==> src/rtl/fetch_unit.sv <==
// Instruction-fetch front end: owns the PC, reads the combinational ROM and
// buffers {PC, instr} pairs in a small FIFO handed to decode over valid/ready.
module fetch_unit #(
  parameter int                    DATA_WIDTH = 32,
  parameter logic [DATA_WIDTH-1:0] RESET_PC   = '0,
  parameter int                    FIFO_DEPTH = 2
) (
  input  logic                  clk,
  input  logic                  rst_n,
  output logic [DATA_WIDTH-1:0] imem_addr_o,
  input  logic [DATA_WIDTH-1:0] imem_instr_i,
  input  logic                  PCSrc_i,
  input  logic [DATA_WIDTH-1:0] PCTarget_i,
  input  logic                  ready_i,
  output logic                  valid_o,
  output logic [DATA_WIDTH-1:0] Instr_o,
  output logic [DATA_WIDTH-1:0] PC_o,
  output logic [DATA_WIDTH-1:0] PCPlus4_o
);

  localparam int PW = (FIFO_DEPTH > 1) ? $clog2(FIFO_DEPTH) : 1;
  localparam int CW = $clog2(FIFO_DEPTH + 1);
  localparam logic [CW-1:0]         C_DEPTH = CW'(FIFO_DEPTH);
  localparam logic [CW-1:0]         C_ONE   = CW'(1);
  localparam logic [PW-1:0]         C_PONE  = PW'(1);
  localparam logic [DATA_WIDTH-1:0] C_FOUR  = DATA_WIDTH'(4);

  logic [DATA_WIDTH-1:0] r_pc;
  logic [DATA_WIDTH-1:0] r_fifo_instr [FIFO_DEPTH];
  logic [DATA_WIDTH-1:0] r_fifo_pc    [FIFO_DEPTH];
  logic [PW-1:0]         r_wptr;
  logic [PW-1:0]         r_rptr;
  logic [CW-1:0]         r_count;

  logic                  w_pop;
  logic                  w_push;
  logic [DATA_WIDTH-1:0] w_target;

  assign w_pop    = valid_o & ready_i;
  assign w_push   = ~PCSrc_i & ((r_count < C_DEPTH) | w_pop);
  assign w_target = {PCTarget_i[DATA_WIDTH-1:2], 2'b00};

  always_ff @(posedge clk or negedge rst_n) begin
    if (!rst_n) begin
      r_pc    <= RESET_PC;
      r_wptr  <= '0;
      r_rptr  <= '0;
      r_count <= '0;
    end else if (PCSrc_i) begin
      // Flush: a same-cycle pop still counts as delivered to decode.
      r_pc    <= w_target;
      r_wptr  <= '0;
      r_rptr  <= '0;
      r_count <= '0;
    end else begin
      if (w_push) begin
        r_pc   <= r_pc + C_FOUR;
        r_wptr <= r_wptr + C_PONE;
      end
      if (w_pop) r_rptr <= r_rptr + C_PONE;
      case ({w_push, w_pop})
        2'b10:   r_count <= r_count + C_ONE;
        2'b01:   r_count <= r_count - C_ONE;
        default: r_count <= r_count;
      endcase
    end
  end

  // Storage needs no reset: entries are only visible through r_count.
  always_ff @(posedge clk) begin
    if (rst_n && w_push) begin
      r_fifo_instr[r_wptr] <= imem_instr_i;
      r_fifo_pc[r_wptr]    <= r_pc;
    end
  end

  assign imem_addr_o = r_pc;
  assign valid_o     = (r_count != '0);
  assign Instr_o     = valid_o ? r_fifo_instr[r_rptr] : '0;
  assign PC_o        = valid_o ? r_fifo_pc[r_rptr] : '0;
  assign PCPlus4_o   = PC_o + C_FOUR;

endmodule

==> config.mk <==
export PLATFORM = sky130hd
export DESIGN_NAME = fetch_unit
export DESIGN_NICKNAME = d
export VERILOG_FILES = /design/src/rtl/fetch_unit.sv
export SDC_FILE = /design/constraint.sdc
export NUM_CORES = 1
export LEC_CHECK = 0
export BUFFER_PORTS_ARGS = -buffer_cell sky130_fd_sc_hd__buf_2
export CAP_MARGIN = 30
export CORE_MARGIN = 5
export CORE_UTILIZATION = 39
export DETAILED_ROUTE_END_ITERATION = 7
export PLACE_DENSITY = 0.68
export SYNTH_ARGS = -nofsm -noshare
export SYNTH_HDL_FRONTEND = slang
export SYNTH_SLANG_ARGS = --single-unit
export TNS_END_PERCENT = 100
==> constraint.sdc <==
create_clock -name clk -period 15.5 [get_ports clk]
set_input_delay 0.775 -clock clk [delete_from_list [all_inputs] [get_ports clk]]
set_output_delay 0.775 -clock clk [all_outputs]
set_load 0.005 [all_outputs]
# ---- Word-level counts from Yosys, hierarchy flattened
# Memories as Yosys holds them, arrays and structs flattened.
# Index checks and enable logic that the tools add are counted.
# Widths: inputs -> output; s select.
dict set report totals {
  register_bits 36
  mem_bits_rw 128
  in_bits 68
  out_inout_bits 129
  word_cells 36
  mem_count 2
}
dict set report classes {
  add_sub_neg 6
  magnitude_cmp 1
  eq_ne 2
  n_mux 12
  bitwise 4
  reduce_logical 5
}
# name depth word_bits read_ports rd_ports_with_merged_regs write_ports line_no
set mem_list {}
lappend mem_list {r_fifo_instr 2 32 1 0 1 29} ;# logic [DATA_WIDTH-1:0] r_fifo_instr [FIFO_DEPTH];
lappend mem_list {r_fifo_pc 2 32 1 0 1 30} ;# logic [DATA_WIDTH-1:0] r_fifo_pc [FIFO_DEPTH];
# cell count
set op_table {}
lappend op_table {{$mux 32} 4}
lappend op_table {{$add 32x3->32 const B} 2}
lappend op_table {{$mux 1} 6}
lappend op_table {{$reduce_bool 2->1} 3}
lappend op_table {{$pmux 2 s2} 1}
lappend op_table {{$reduce_bool 3->1} 1}
lappend op_table {{$add 1x1->1 const B} 2}
lappend op_table {{$add 2x1->2 const B} 1}
lappend op_table {{$and 1x1->1} 2}
lappend op_table {{$eq 2x1->1 const B} 1}
lappend op_table {{$eq 2x2->1 const B} 1}
lappend op_table {{$lt 2x2->1 const B} 1}
lappend op_table {{$mux 2} 1}
lappend op_table {{$sub 2x1->2 const B} 1}
lappend op_table {{$logic_and 1x1->1} 1}
lappend op_table {{$not 1->1} 1}
lappend op_table {{$or 1x1->1} 1}

# ---- Logic depth before layout (Yosys ltp)
dict set report logic_depth {
  ltp_word 7
  mapped_depth 14
}

# ---- Least setup slack after synthesis
# No wires, ideal clock.
dict set report synth_timing {
  path_type {input -> register}
  start {input port ready_i}
  end {memory r_fifo_instr[0][0], enable pin}
  setup_ns 0.636
  t_arrival_ns 7.390
  path_slack_ns 7.474
  cell_stages 4
  n_path_buf 2
  path_cell_list {nand2b_1 > clkbuf_1 > clkbuf_1 > nor4bb_1}
}
dict set report synth_between {
  elab_chain_cells 6
}
# item line_no
set synth_lines {}
lappend synth_lines {{from (decl)} 14} ;# input logic ready_i,
lappend synth_lines {{$and 1x1->1} 39} ;# assign w_pop = valid_o & ready_i;
lappend synth_lines {{$or 1x1->1} 40} ;# assign w_push = ~PCSrc_i & ((r_count < C_DEPTH) | w_pop);
lappend synth_lines {{$and 1x1->1} 40}
lappend synth_lines {{$logic_and 1x1->1} 71} ;# if (rst_n && w_push) begin
lappend synth_lines {{$mux 1} 71}
lappend synth_lines {{$mux 1 (implied by the code)} 72} ;# r_fifo_instr[r_wptr] <= imem_instr_i;
lappend synth_lines {{to (decl)} 29}
# Every way passes these cells.

# ---- Worst setup path in the final report
dict set report layout_timing {
  start {register r_rptr}
  end {output port PCPlus4_o[30]}
}
dict set report layout_between {
  elab_chain_cells 3
}
# item line_no
set layout_lines {}
lappend layout_lines {{from (decl)} 32} ;# logic [PW-1:0] r_rptr;
lappend layout_lines {{from (signal assigned)} 60} ;# if (w_pop) r_rptr <= r_rptr + C_PONE;
lappend layout_lines {{$mem_v2 2x32} --}
lappend layout_lines {{$mux 32} 80} ;# assign PC_o = valid_o ? r_fifo_pc[r_rptr] : '0;
lappend layout_lines {{$add 32x3->32} 81} ;# assign PCPlus4_o = PC_o + C_FOUR;
lappend layout_lines {{to (decl)} 18} ;# output logic [DATA_WIDTH-1:0] PCPlus4_o
# Every way passes these cells.

==> flow_summary_export.csv <==
group,metric,value,unit
run_status,status,"complete, no violations",
critical_path,setup.worst_path.class,"reg2out",
clock_tree,post_cts_resized,0,
critical_path,slowest_stage,"dfrtp_4",
placement,port-buffer-count,188,
yosys,postSynthCellCount,594,
sta,rsz_0062_raised_after_global_routing,"no",
yosys,synth.yosys.seq_area_share,61.5,%
sta,timing_hold_violations_final,0,
route,route.antenna.remaining_nets,0,
sta,fin_setup_tns,0,ps
route,route.detailed.vias_per_inst,5.04,
yosys,async_reset_ff_share,21.5,%
sta,holdWs,391,ps
sta,largest_clock_skew_in_the_final_design,7.21,ps
yosys,synth.yosys.warnings,0,
yosys,portion_of_netlist_area_occupied_by_mux_cells,8.53,%
critical_path,setup.worst_path.start_class,"flip-flop",
cells_and_area,antenna-diode-count,0,
critical_path,worstPathCellList,"buf_4, mux2i_1, nor3_2, nand3_1, nor4_2, xor2_1, buf_2",
global_routing,grt_pass1_wl,27400,um
yosys,postSynthRegisterBits,158,
floorplan,core_area,18800,um2
route,wire_length_on_met2,8300,um
cells_and_area,multi_input_area,2660,um2
global_routing,antenna_found_initial,0,
placement,gp_congestion,0.787,
yosys,post_synth_num_cell_types,45,
sta,min_period_over_period,28.6,%
clock_tree,clk-insertion-delay-late,410,ps
placement,hpwlAfterDp,12400,um
yosys,synth_compound_area_share,4.04,%
yosys,synth.avg_cell_area,12.5,um2
route,firstDrtPassIters,4,
critical_path,critical_path_peak_fanout,42,
power,max-vdd-ir-drop,0.0837,mV
sta,layout_setup_ws,11070,ps
yosys,synth_enable_flop_cells,124,
yosys,synth_xor_xnor_area_share,6.83,%
floorplan,initial_utilization,39.6,%
critical_path,worst_ep_arrival_time,3660,ps
global_routing,grt_overflow_total,0,
job,max-cap-violations,0,
route,met3_wl_post_dr,1000,um
cells_and_area,drive_gt1_share,32.2,%
clock_tree,holdBufCountCts,0,
clock_tree,reg_clk_slew_reported_paths,70,ps
yosys,postSynth.topFlopCell,"edfxtp_1",
route,drt-met1-wl,7970,um
clock_tree,post-cts-setup-buffers,0,
critical_path,critical_path.endpoint_type,"primary output",
clock_tree,numClockSinks,158,
route,routedWlPerCell,17.1,um
route,vias,5148,
yosys,total_standard_cell_area_after_synthesis,7440,um2
sta,final_max_slew_viol_count,0,
critical_path,critPathMaxStageDelay,860,ps
sta,period_minus_slack,4430,ps
route,drt_first_iter_violations,197,
global_routing,grt_pass1_vias,5028,
yosys,synth_fa_ha_area_share,0.336,%
floorplan,die_x,148,um
power,fin_total_pwr,1.07,mW
global_routing,grt_usage,15.9,%
cells_and_area,seq_area,4580,um2
critical_path,worstPathRequired,14730,ps
floorplan,floorplan.die.height,148,um
clock_tree,cts_htree_levels,4,
sta,max_clock_freq,226,MHz
cells_and_area,utilization,48.7,%
yosys,dominant_combinational_cell_family_by_area_after_synthesis,"simple AND/OR/NAND/NOR gates",
yosys,synthSimpleGateAreaFrac,15.4,%
clock_tree,clock_buffers_created_by_tritoncts,17,
sta,final_setup_vio_count,0,
floorplan,dieArea,21900,um2
floorplan,floorplan.rows,50,
cells_and_area,fillerInstances,1711,
cells_and_area,area_growth_syn_to_layout,22.9,%
cells_and_area,nets,845,
power,p_leak,3.60,nW
floorplan,floorplan.io_pins,197,
route,top_layer,"met4",
route,total_wire_length_after_detailed_routing,17500,um
placement,dpl_worst_slack,11480,ps
worst_hold_path,hp-class,"in2async",
route,route.detailed.drc,0,
sta,slew-limit-headroom,40.2,%
clock_tree,clock_tree.root_cell,"clkbuf_16",
clock_tree,clockBufferDepth,2,
clock_tree,cts_tree,"yes",
sta,worst-slew-pin-transition,895,ps
power,power.density,117,nW/um2
global_routing,grt_max_degree,67,
sequential cells by signal (all words and copies together) (netlist names):
register	count
r_count	2
r_fifo_instr	64
imem_addr_o	30
r_wptr	1
r_fifo_pc	60
r_rptr	1
power by group:
| group | leakage (nW) | switching [mW] | internal (mW) |
|---|---|---|---|
| registers | 1.56 | 0.0279 | 0.485 |
| logic | 1.77 | 0.0828 | 0.0645 |
| clock network | 0.272 | 0.168 | 0.239 |
| total | 3.60 | 0.279 | 0.789 |
final timing paths:
path                                                  from                            end  slack (ps)  cells past startpoint
worst max-delay path                    r_rptr$_DFFE_PN0P_                  PCPlus4_o[30]       11070                      7
worst min-delay path                                 rst_n    imem_addr_o[25]$_DFFE_PN0P_         390                      2
worst max register to register      r_count[1]$_DFFE_PN0P_   r_fifo_instr[1][7]$_DFFE_PP_       12820                      3
worst min register to register  imem_addr_o[6]$_DFFE_PN0P_      r_fifo_pc[0][6]$_DFFE_PP_         560                      0
max in group asynchronous                            rst_n             r_rptr$_DFFE_PN0P_       14700                      2
min in group clk                          imem_instr_i[13]  r_fifo_instr[0][13]$_DFFE_PP_         550                      1
cell families after synthesis:
| family | count (synthesis) |
|---|---|
| other cells | 1 |
| buf+inv | 47 |
| compound gates | 44 |
| simple gates | 221 |
| fa+ha+maj | 2 |
| mux | 63 |
| flops | 158 |
| xor+xnor | 58 |
Yosys cell counts, types with 2 or more instances:
| master | count | area (um2) |
|---|---|---|
| dfrtp_1 | 34 | 851 |
| nor3_1 | 13 | 65.1 |
| o21ai_0 | 26 | 130 |
| nand4_1 | 12 | 75.1 |
| xnor2_1 | 35 | 307 |
| buf_4 | 8 | 60.1 |
| nor4_2 | 7 | 87.6 |
| a211oi_4 | 2 | 40.0 |
| mux2_2 | 3 | 33.8 |
| nand3_1 | 25 | 125 |
| nand3b_1 | 8 | 60.1 |
| buf_2 | 9 | 45.0 |
| a211oi_2 | 3 | 37.5 |
| xor2_1 | 23 | 201 |
| o21ai_1 | 4 | 20.0 |
| nor4_1 | 15 | 93.8 |
| buf_6 | 4 | 45.0 |
| buf_1 | 4 | 15.0 |
| nand4_2 | 3 | 37.5 |
| nand2_1 | 51 | 191 |
| nor3b_1 | 2 | 15.0 |
| nor2_1 | 69 | 259 |
| and4_1 | 3 | 26.3 |
| edfxtp_1 | 124 | 3720 |
| a21oi_1 | 3 | 15.0 |
| ha_1 | 2 | 25.0 |
| clkbuf_1 | 12 | 45.0 |
| mux2i_1 | 60 | 601 |
| and3_1 | 4 | 25.0 |
| nand2b_1 | 2 | 12.5 |
| inv_1 | 10 | 37.5 |
layer usage:
layer | vias up | global-route usage, %
met5 | - | 0
met2 | 162 | 25.4
met4 | 0 | 4.62
met3 | 13 | 3.53
li1 | 2501 | -
met1 | 2472 | 21.8
through the flow:
step | instances | cell area (um2)
after floorplan | 599 | 7460
after global placement | 990 | 8560
final | 1022 | 9140
after detailed placement | 990 | 8560
after CTS | 1022 | 9140
after global routing | 1022 | 9140
worst max-delay path: cells and delay by family, from the launching register on:
kind / cells / cell delay, ps
xor gates and xnor gates: 1 / 160
buffers and inverters: 2 / 730
DFF: 1 / 860
muxes: 1 / 390
and+or+nand+nor: 3 / 1050
area by class of cell:
type	instances	area share [%]
sequential	158	50.1
multi-input combinational	394	29.1
timing repair buffer	194	10.8
clock buffer	17	4.65
tap	234	3.20
clock inverter	15	1.77
inverter	10	0.411
cell usage in the layout, fill, tap and decap left out, drive strengths merged, types with 17 or more instances in the layout:
cell	count
nor2	70
nand2	51
xor2	23
nand3	26
clkbuf	17
o21ai	30
xnor2	35
buf	194
nor4	22
edfxtp	124
dfrtp	34
mux2i	60
Note: power is estimated with default switching activity, not from simulation.
